**config.mk**
```make
export PLATFORM = sky130hd
export DESIGN_NAME = melody_tracker
export DESIGN_NICKNAME = d
export VERILOG_FILES = /design/src/rtl/note_pkg.sv /design/src/rtl/melody_rom.sv /design/src/rtl/melody_tracker.sv
export SDC_FILE = /design/constraint.sdc
export NUM_CORES = 1
export LEC_CHECK = 0
export CORE_ASPECT_RATIO = 1.2
export CORE_MARGIN = 10
export CORE_UTILIZATION = 25
export DETAILED_ROUTE_END_ITERATION = 10
export PLACE_DENSITY = 0.39
export SLEW_MARGIN = 20
export SYNTH_ARGS = -nofsm -noshare
export SYNTH_HDL_FRONTEND = slang
export SYNTH_SLANG_ARGS = --single-unit
```
**constraint.sdc**
```tcl
create_clock -name clk -period 5.4 [get_ports clk]
set_clock_uncertainty 0.15 [all_clocks]
set_input_delay 0.81 -clock clk [delete_from_list [all_inputs] [get_ports clk]]
set_output_delay 0.81 -clock clk [all_outputs]
set_load 0.02 [all_outputs]
```
**src/rtl/note_pkg.sv**
```systemverilog
// Note encodings, the stored melody and the tracker state type shared by the
// melody tracker and its ROM.
package note_pkg;

  localparam int w_note = 12;

  // One-hot pitch classes, C in the MSB down to B in the LSB.
  localparam logic [w_note-1:0] no_note = 12'b0000_0000_0000;
  localparam logic [w_note-1:0] C  = 12'b1000_0000_0000;
  localparam logic [w_note-1:0] Cs = 12'b0100_0000_0000;
  localparam logic [w_note-1:0] D  = 12'b0010_0000_0000;
  localparam logic [w_note-1:0] Ds = 12'b0001_0000_0000;
  localparam logic [w_note-1:0] E  = 12'b0000_1000_0000;
  localparam logic [w_note-1:0] F  = 12'b0000_0100_0000;
  localparam logic [w_note-1:0] Fs = 12'b0000_0010_0000;
  localparam logic [w_note-1:0] G  = 12'b0000_0001_0000;
  localparam logic [w_note-1:0] Gs = 12'b0000_0000_1000;
  localparam logic [w_note-1:0] A  = 12'b0000_0000_0100;
  localparam logic [w_note-1:0] As = 12'b0000_0000_0010;
  localparam logic [w_note-1:0] B  = 12'b0000_0000_0001;

  localparam logic [w_note-1:0] Df = Cs;
  localparam logic [w_note-1:0] Ef = Ds;
  localparam logic [w_note-1:0] Gf = Fs;
  localparam logic [w_note-1:0] Af = Gs;
  localparam logic [w_note-1:0] Bf = As;

  localparam int song_len = 62;

  localparam logic [w_note-1:0] melody [song_len] = '{
    E,  G,  D,  C,  D,  E,  E,  E,  D,  D,
    D,  E,  G,  G,  E,  D,  C,  D,  E,  E,
    E,  E,  D,  D,  E,  D,  C,  G,  A,  B,
    C,  B,  A,  G,  F,  E,  D,  C,  Cs, Ds,
    Fs, Gs, As, G,  F,  Ef, Df, Bf, Af, Gf,
    E,  G,  A,  G,  E,  D,  C,  D,  E,  G,
    D,  C
  };

  typedef enum logic [2:0] {
    IDLE,
    LISTEN,
    HOLD,
    RELEASE,
    DONE
  } state_t;

endpackage

```
**src/rtl/melody_rom.sv**
```systemverilog
// Combinational melody lookup; positions at or beyond song_len read as no_note.
module melody_rom #(
  parameter int song_len = note_pkg::song_len,
  parameter int w_idx    = $clog2(song_len + 1)
) (
  input  logic [w_idx-1:0]          idx,
  output logic [note_pkg::w_note-1:0] note
);
  import note_pkg::*;

  localparam int w_rom = $clog2(note_pkg::song_len);

  always_comb begin
    note = no_note;
    if (int'(idx) < song_len) begin
      note = melody[w_rom'(idx)];
    end
  end

endmodule

```
**src/rtl/melody_tracker.sv**
```systemverilog
// Walks the stored melody: a note scores when held long enough, wrong notes and
// timeouts count as misses, and repeated notes must be re-articulated.
module melody_tracker #(
  parameter int clk_mhz    = 50,
  parameter int song_len   = note_pkg::song_len,
  parameter int w_idx      = $clog2(song_len + 1),
  parameter int hold_ms    = 50,
  parameter int timeout_ms = 2000
) (
  input  logic                        clk,
  input  logic                        rst,
  input  logic [note_pkg::w_note-1:0] note_in,
  input  logic                        start,
  output logic [w_idx-1:0]            idx,
  output logic [note_pkg::w_note-1:0] expected_note,
  output logic                        hit,
  output logic                        miss,
  output logic [w_idx-1:0]            hits,
  output logic [w_idx-1:0]            misses,
  output logic                        busy,
  output logic                        done
);
  import note_pkg::*;

  localparam int prescale = clk_mhz * 1000;
  localparam int w_presc  = $clog2(prescale);
  localparam int w_hold   = $clog2(hold_ms + 1);
  localparam int w_to     = $clog2(timeout_ms + 1);
  localparam logic [w_idx-1:0] last_idx = w_idx'(song_len - 1);

  state_t             state;
  logic [w_presc-1:0] presc;
  logic [w_hold-1:0]  hold_cnt;
  logic [w_to-1:0]    timeout_cnt;
  logic [w_note-1:0]  last_wrong;
  logic [w_note-1:0]  held_note;
  logic               tick;
  logic               match;
  logic               wrong;
  logic               expire;
  logic               hold_done;

  function automatic logic [w_idx-1:0] sat_inc(input logic [w_idx-1:0] v);
    return (&v) ? v : v + 1'b1;
  endfunction

  melody_rom #(
    .song_len(song_len),
    .w_idx   (w_idx)
  ) rom (
    .idx (idx),
    .note(expected_note)
  );

  // Free-running 1 ms tick; a restart does not realign it.
  always_ff @(posedge clk or posedge rst) begin
    if (rst) begin
      presc <= '0;
    end else begin
      presc <= tick ? '0 : presc + 1'b1;
    end
  end

  assign tick      = (presc == w_presc'(prescale - 1));
  assign match     = (note_in == expected_note) && (note_in != '0);
  // Multi-bit (non one-hot) inputs never equal a ROM entry, so they land here too.
  assign wrong     = (note_in != '0) && !match && (note_in != last_wrong);
  assign expire    = tick && (timeout_cnt == w_to'(timeout_ms - 1));
  assign hold_done = tick && (hold_cnt == w_hold'(hold_ms - 1));

  always_ff @(posedge clk or posedge rst) begin
    if (rst) begin
      state       <= IDLE;
      idx         <= '0;
      hits        <= '0;
      misses      <= '0;
      hit         <= 1'b0;
      miss        <= 1'b0;
      busy        <= 1'b0;
      done        <= 1'b0;
      hold_cnt    <= '0;
      timeout_cnt <= '0;
      last_wrong  <= '0;
      held_note   <= '0;
    end else begin
      hit  <= 1'b0;
      miss <= 1'b0;
      if (start) begin
        // Restart from any state; overrides a hit or timeout in the same cycle.
        state       <= LISTEN;
        idx         <= '0;
        hits        <= '0;
        misses      <= '0;
        hold_cnt    <= '0;
        timeout_cnt <= '0;
        last_wrong  <= '0;
        busy        <= 1'b1;
        done        <= 1'b0;
      end else begin
        case (state)
          LISTEN: begin
            if (note_in == '0) last_wrong <= '0;
            if (expire) begin
              miss        <= 1'b1;
              misses      <= sat_inc(misses);
              idx         <= idx + 1'b1;
              timeout_cnt <= '0;
              if (idx == last_idx) begin
                state <= DONE;
                busy  <= 1'b0;
                done  <= 1'b1;
              end
            end else begin
              if (tick) timeout_cnt <= timeout_cnt + 1'b1;
              if (match) begin
                state    <= HOLD;
                hold_cnt <= '0;
              end else if (wrong) begin
                miss       <= 1'b1;
                misses     <= sat_inc(misses);
                last_wrong <= note_in;
              end
            end
          end
          HOLD: begin
            if (!match) begin
              state <= LISTEN;
            end else if (hold_done) begin
              hit         <= 1'b1;
              hits        <= sat_inc(hits);
              idx         <= idx + 1'b1;
              timeout_cnt <= '0;
              held_note   <= expected_note;
              if (idx == last_idx) begin
                state <= DONE;
                busy  <= 1'b0;
                done  <= 1'b1;
              end else begin
                state <= RELEASE;
              end
            end else if (tick) begin
              hold_cnt <= hold_cnt + 1'b1;
            end
          end
          RELEASE: begin
            if (note_in != held_note) state <= LISTEN;
          end
          default: ;
        endcase
      end
    end
  end

endmodule

```
---- Word-level counts from Yosys, hierarchy flattened ----
Memory sizes are Yosys's and may differ from the RTL's.
Cells that the tools add are included.
storage, ports and cells
  register bits ........................... 82
  memory bits (read-only) ................. 768
  input bits .............................. 15
  output and inout port bits .............. 34
  logic and storage cells ................. 141
  memories ................................ 1
memories
  name             depth  bits a word  read ports  clocked after Yosys merged registers in  wr ports  RTL line          RTL
  (no name shown)  64     12           1           0                                        0         melody_rom.sv:16  note = melody[w_rom'(idx)];
cells by class
  $add $sub $neg .......................... 6
  magnitude comparators ................... 2
  equality and inequality tests ........... 24
  mux-type cells .......................... 69
  bitwise logic cells ..................... 2
  reductions and logical operators ........ 24
operator list
  operator                                                         count
  6-bit 2-to-1 mux                                                 21
  12-bit 2-to-1 mux                                                9
  11-bit 2-to-1 mux                                                5
  6-bit by 1-bit adder with 6-bit output, second input constant    4
  3-bit 2-to-1 mux                                                 8
  12-bit != test                                                   2
  3-bit != test, second input constant                             8
  6-bit case mux with 2 select lines                               2
  11-bit case mux with 2 select lines                              1
  1-bit 2-to-1 mux                                                 19
  6-bit AND reduction                                              3
  16-bit by 1-bit adder with 16-bit output, second input constant  1
  16-bit == test, second input constant                            1
  16-bit 2-to-1 mux                                                1
  4-bit != test, second input constant                             4
  4-bit AND reduction                                              4
  12-bit == test                                                   1
  6-bit == test, second input constant                             2
  12-bit logical NOT                                               1
  12-bit nonzero test                                              1
  11-bit by 1-bit adder with 11-bit output, second input constant  1
  11-bit == test, second input constant                            1
  3-bit case mux with 3 select lines                               1
  2-bit nonzero test                                               4
  other kinds (15)                                                 22

---- Longest topological paths before layout ----
  depth after elaboration ................. 15
  mapped depth ............................ 14
  gate-level depth less buffers ........... 11

---- Cells and area by module ----
Synthesis repeated with hierarchy kept, for this count alone.
second synthesis, totals
  cells, all modules ...................... 543
  area total of the unflattened synthesis .. 5232.5 um^2
by module, submodules not included
  module          times used  cells an instance  area an instance (um^2)
  melody_tracker  1           462                4687.0
  melody_rom      1           81                 545.5

---- Least setup slack after synthesis ----
OpenSTA, ideal clock, no wires.
  path kind ............................... register to register
  start point ............................. register idx[2]
  end point ............................... register state[1]
  data arrival time ....................... 3.867 ns
  required time ........................... 5.125 ns
  slack ................................... 1.258 ns
  cell stages (with the launch flop) ...... 10
  path buffers ............................ 0
  clock period less this slack ............ 4.142 ns
  path through ............................ dfrtp_1 and2_0 nor4b_1 xnor2_1 nand2_1 a2111o_4 nor4_4 mux2_2 o21ai_0 mux2_2
on the way
  cells in the longest elaborated chain, start to end .. 10
ends and longest elaborated chain
  what                                                    RTL line               RTL
  from (decl)                                             melody_tracker.sv:14   output logic [w_idx-1:0] idx,
  from (signal assigned)                                  melody_tracker.sv:106  idx <= idx + 1'b1;
  from (signal assigned)                                  melody_tracker.sv:131  idx <= idx + 1'b1;
  6-bit inverter with 7-bit output (implied by the code)  melody_rom.sv:16
  memory 64 x 12 bit                                      -
  12-bit 2-to-1 mux (implied by the code) (2 in series)   melody_rom.sv:16
  12-bit 2-to-1 mux (*)                                   melody_rom.sv:15       if (int'(idx) < song_len) begin
  net expected_note, one bit                              melody_tracker.sv:15   output logic [note_pkg::w_note-1:0] expected_note,
  12-bit == test (*)                                      melody_tracker.sv:65   assign match = (note_in == expected_note) && (note_in != '0);
  1-bit logical AND (*)                                   melody_tracker.sv:65
  3-bit 2-to-1 mux                                        melody_tracker.sv:126  if (!match) begin
  3-bit case mux with 3 select lines                      melody_tracker.sv:100  case (state)
  3-bit 2-to-1 mux                                        melody_tracker.sv:88   if (start) begin
  to (signal assigned)                                    melody_tracker.sv:73   state <= IDLE;
  to (signal assigned)                                    melody_tracker.sv:90   state <= LISTEN;
  to (signal assigned)                                    melody_tracker.sv:127  state <= LISTEN;
  to (decl)                                               melody_tracker.sv:31   state_t state;
Mark *: on every way through the listed nets, which the timed path passes. The rest lies on a longest branch. The select of a mux whose other input is x is not followed.
A chain may end at the register's enable or synchronous reset.

---- Final worst setup path ----
  start point ............................. register idx[4]
  end point ............................... register state[1]
on the way
  cells in the longest elaborated chain, start to end .. 10
ends and longest elaborated chain
  what                                                    RTL line
  6-bit inverter with 7-bit output (implied by the code)  melody_rom.sv:16
  memory 64 x 12 bit                                      -
  12-bit 2-to-1 mux (implied by the code) (2 in series)   melody_rom.sv:16
  12-bit 2-to-1 mux                                       melody_rom.sv:15
  12-bit == test                                          melody_tracker.sv:65
  1-bit logical AND                                       melody_tracker.sv:65
  3-bit 2-to-1 mux                                        melody_tracker.sv:126
  3-bit case mux with 3 select lines                      melody_tracker.sv:100
  3-bit 2-to-1 mux                                        melody_tracker.sv:88
Parallel ways exist; a longest one is shown, timed or not. The select of a mux whose other input is x is not followed.

==> flow_summary.json <==
{
  "synth_ff_type": "dfrtp_1",
  "grt_pass1_wl_um": 24000,
  "ys_top_cells_by_count": "dfrtp_1, nor2_1, xnor2_1",
  "cts_tree": "done",
  "numClockSinks": 82,
  "die_area_mm2": 0.0270,
  "status": "finished clean",
  "rsz0062_at_grt": "false",
  "area_growth_pct": 19.8,
  "hold_viol_final": 0,
  "drive_gt1_share_pct": 10.1,
  "numPortBuffers": 48,
  "synth.distinct_cells": 67,
  "async_flop_share_pct": 100,
  "setup.worst_path.class": "reg -> reg",
  "cts_max_path_buffers": 2,
  "whs_path_depth": 1,
  "cts-buffers-inserted": 9,
  "layout.nets": 631,
  "ys_seq_area_share_pct": 39.5,
  "finalCritPeriodShare_pct": 82.1,
  "cp.required_ps": 5480,
  "cts.htree.levels": 3,
  "routed_wl_um": 14700,
  "grt_usage_pct": 11.2,
  "final_cells": 870,
  "cp_max_fo": 23,
  "vias": 4318,
  "peakVddDrop_mv": 0.165,
  "post_cts_buffers": 0,
  "dieHeight_um": 178,
  "ys_top_cells_by_area": "dfrtp_1, xnor2_1, nor2_1, ha_1, mux2_2",
  "arrival_ps": 4520,
  "setup_viol": 0,
  "wire_per_inst_um": 16.9,
  "synth_top_cell_area_share_pct": 39.5,
  "grt_pass1_vias": 4298,
  "drt_iter0_drc": 321,
  "synth-seq-cells": 82,
  "dp_hpwl_um": 10800,
  "drc": 0,
  "synth_edf_count": 0,
  "ant_nets": 0,
  "vias_per_cell": 4.96,
  "worstRegToRegCells": 9,
  "dr.pass1.iters": 4,
  "holdBufCountCts": 0,
  "power.total_uw": 1780,
  "antenna_found_initial": 0,
  "tightest_slew_ps": 979,
  "setup.worst_path.start_class": "flip-flop",
  "antennaDiodeCount": 0,
  "coreArea_mm2": 0.0203,
  "globalplace.congestion": 0.840,
  "rows": 57,
  "yosys_warnings": 0,
  "multi_input_area_mm2": 0.00292,
  "yosysMostFrequentCell": "dfrtp_1",
  "ios": 49,
  "synth_nets": 596,
  "ctsResizeCount": 0,
  "grt_overflow": 0,
  "report.final.slew_viol_count": 0,
  "synthCells": 565,
  "grt_start_max_net_pins": 47,
  "die_w_um": 152,
  "cts.reportedPaths.clkPinSlew_ps": 70,
  "start_util_pct": 25.6,
  "avgSynthCellArea_um2": 9.20,
  "insertion_delay_ps": 350,
  "slew_headroom_pct": 34.4,
  "cts-root-buf": "clkbuf_16",
  "max_freq_mhz": 225,
  "max_cap_violations": 0,
  "tns_ps": 0,
  "hp-class": "reg -> reg",
  "min_period_ps": 4440,
  "power_leakage_uw": 0.00252,
  "synth_top_cell_by_area": "dfrtp_1",
  "power_density_mw_per_mm2": 286,
  "fillers": 2167,
  "syn_area_mm2": 0.00520,
  "ff_latch_area_mm2": 0.00205,
  "end_kind": "flip-flop",
  "placed_cells": 854
}
-- cells by family (layout without fill, tap and decap cells) --
kind of cell | after synthesis | count (layout) | share of synthesized area (%)
mux | 24 | 24 | 5.01
simple gates | 220 | 220 | 22.1
compound gates | 111 | 111 | 15.4
fa+ha+maj | 16 | 16 | 3.85
xor+xnor | 57 | 57 | 9.60
buf+inv | 55 | 95 | 4.52
flops | 82 | 82 | 39.5
-- through the flow --
stage                     setup WS, ps  hold slack (ps)  utilization, %  instance area, um2
after detailed placement           896              319            29.2                5940
after global placement             975              316            29.2                5940
after global routing               623              352            30.6                6230
final                              965              328            30.6                6230
after floorplan                   1260              295               -                5200
after CTS                          949              332            30.6                6230
-- registers in the layout, indices dropped and copies added, names as in the netlist, 3 cells and up --
signal       cells
presc           16
held_note       12
last_wrong      12
timeout_cnt     11
hits             6
hold_cnt         6
idx              6
misses           6
state            3
-- placed cells by master, fill, tap and decap left out, drive strengths merged, types with 16 or more instances in the layout --
master,count
xor2,16
dfrtp,82
clkdlybuf4s50,48
o21ai,27
nand2,35
xnor2,41
inv,21
a21oi,22
nand3,30
nor2,58
ha,16
mux2,16
-- path summary, 6_finish.rpt --
path                               startpoint                    endpoint  slack (ps)
setup reg to reg           idx[4]$_DFFE_PP0P_        state[1]$_DFFE_PP0P_         960
hold / removal             presc[0]$_DFF_PP0_          presc[0]$_DFF_PP0_         330
setup / recovery           idx[4]$_DFFE_PP0P_        state[1]$_DFFE_PP0P_         960
min in group asynchronous                 rst         presc[13]$_DFF_PP0_         740
max in group asynchronous                 rst  timeout_cnt[8]$_DFFE_PP0P_        3340
hold reg to reg            presc[0]$_DFF_PP0_          presc[0]$_DFF_PP0_         330
-- final cells by class --
type                            instances  share of cell area (%)
Inverter                               21                    1.31
Clock inverter                          6                   0.803
Multi-Input combinational cell        428                    46.9
Clock buffer                           10                    3.84
Sequential cell                        82                    32.9
Timing Repair Buffer                   58                    8.92
Tap cell                              265                    5.32
-- routing by layer --
| metal | GRT usage [%] | up-vias | share of wire, % |
|---|---|---|---|
| li1 | - | 2091 | - |
| met1 | 14.2 | 2114 | 45 |
| met2 | 18.2 | 101 | 48 |
| met3 | 2.84 | 12 | 5.3 |
| met4 | 3.10 | 0 | 1.5 |
| met5 | 0 | - | 0 |
-- report_power, final --
part	switching, uW	internal, uW	leakage (uW)
clock	280	330	0.000141
combinational	263	187	0.00127
sequential	54.5	669	0.00111
-- worst max-delay path: stages, from the launching register on --
cell and delay [ps]:
dfrtp_1 840, inv_1 250, nor4b_1 780, xnor2_1 190, nand2_1 80, a2111o_4 490
nor4_4 440, mux2_2 390, o21ai_0 310, mux2_2 380
Note: power is estimated with default switching activity, not from simulation.
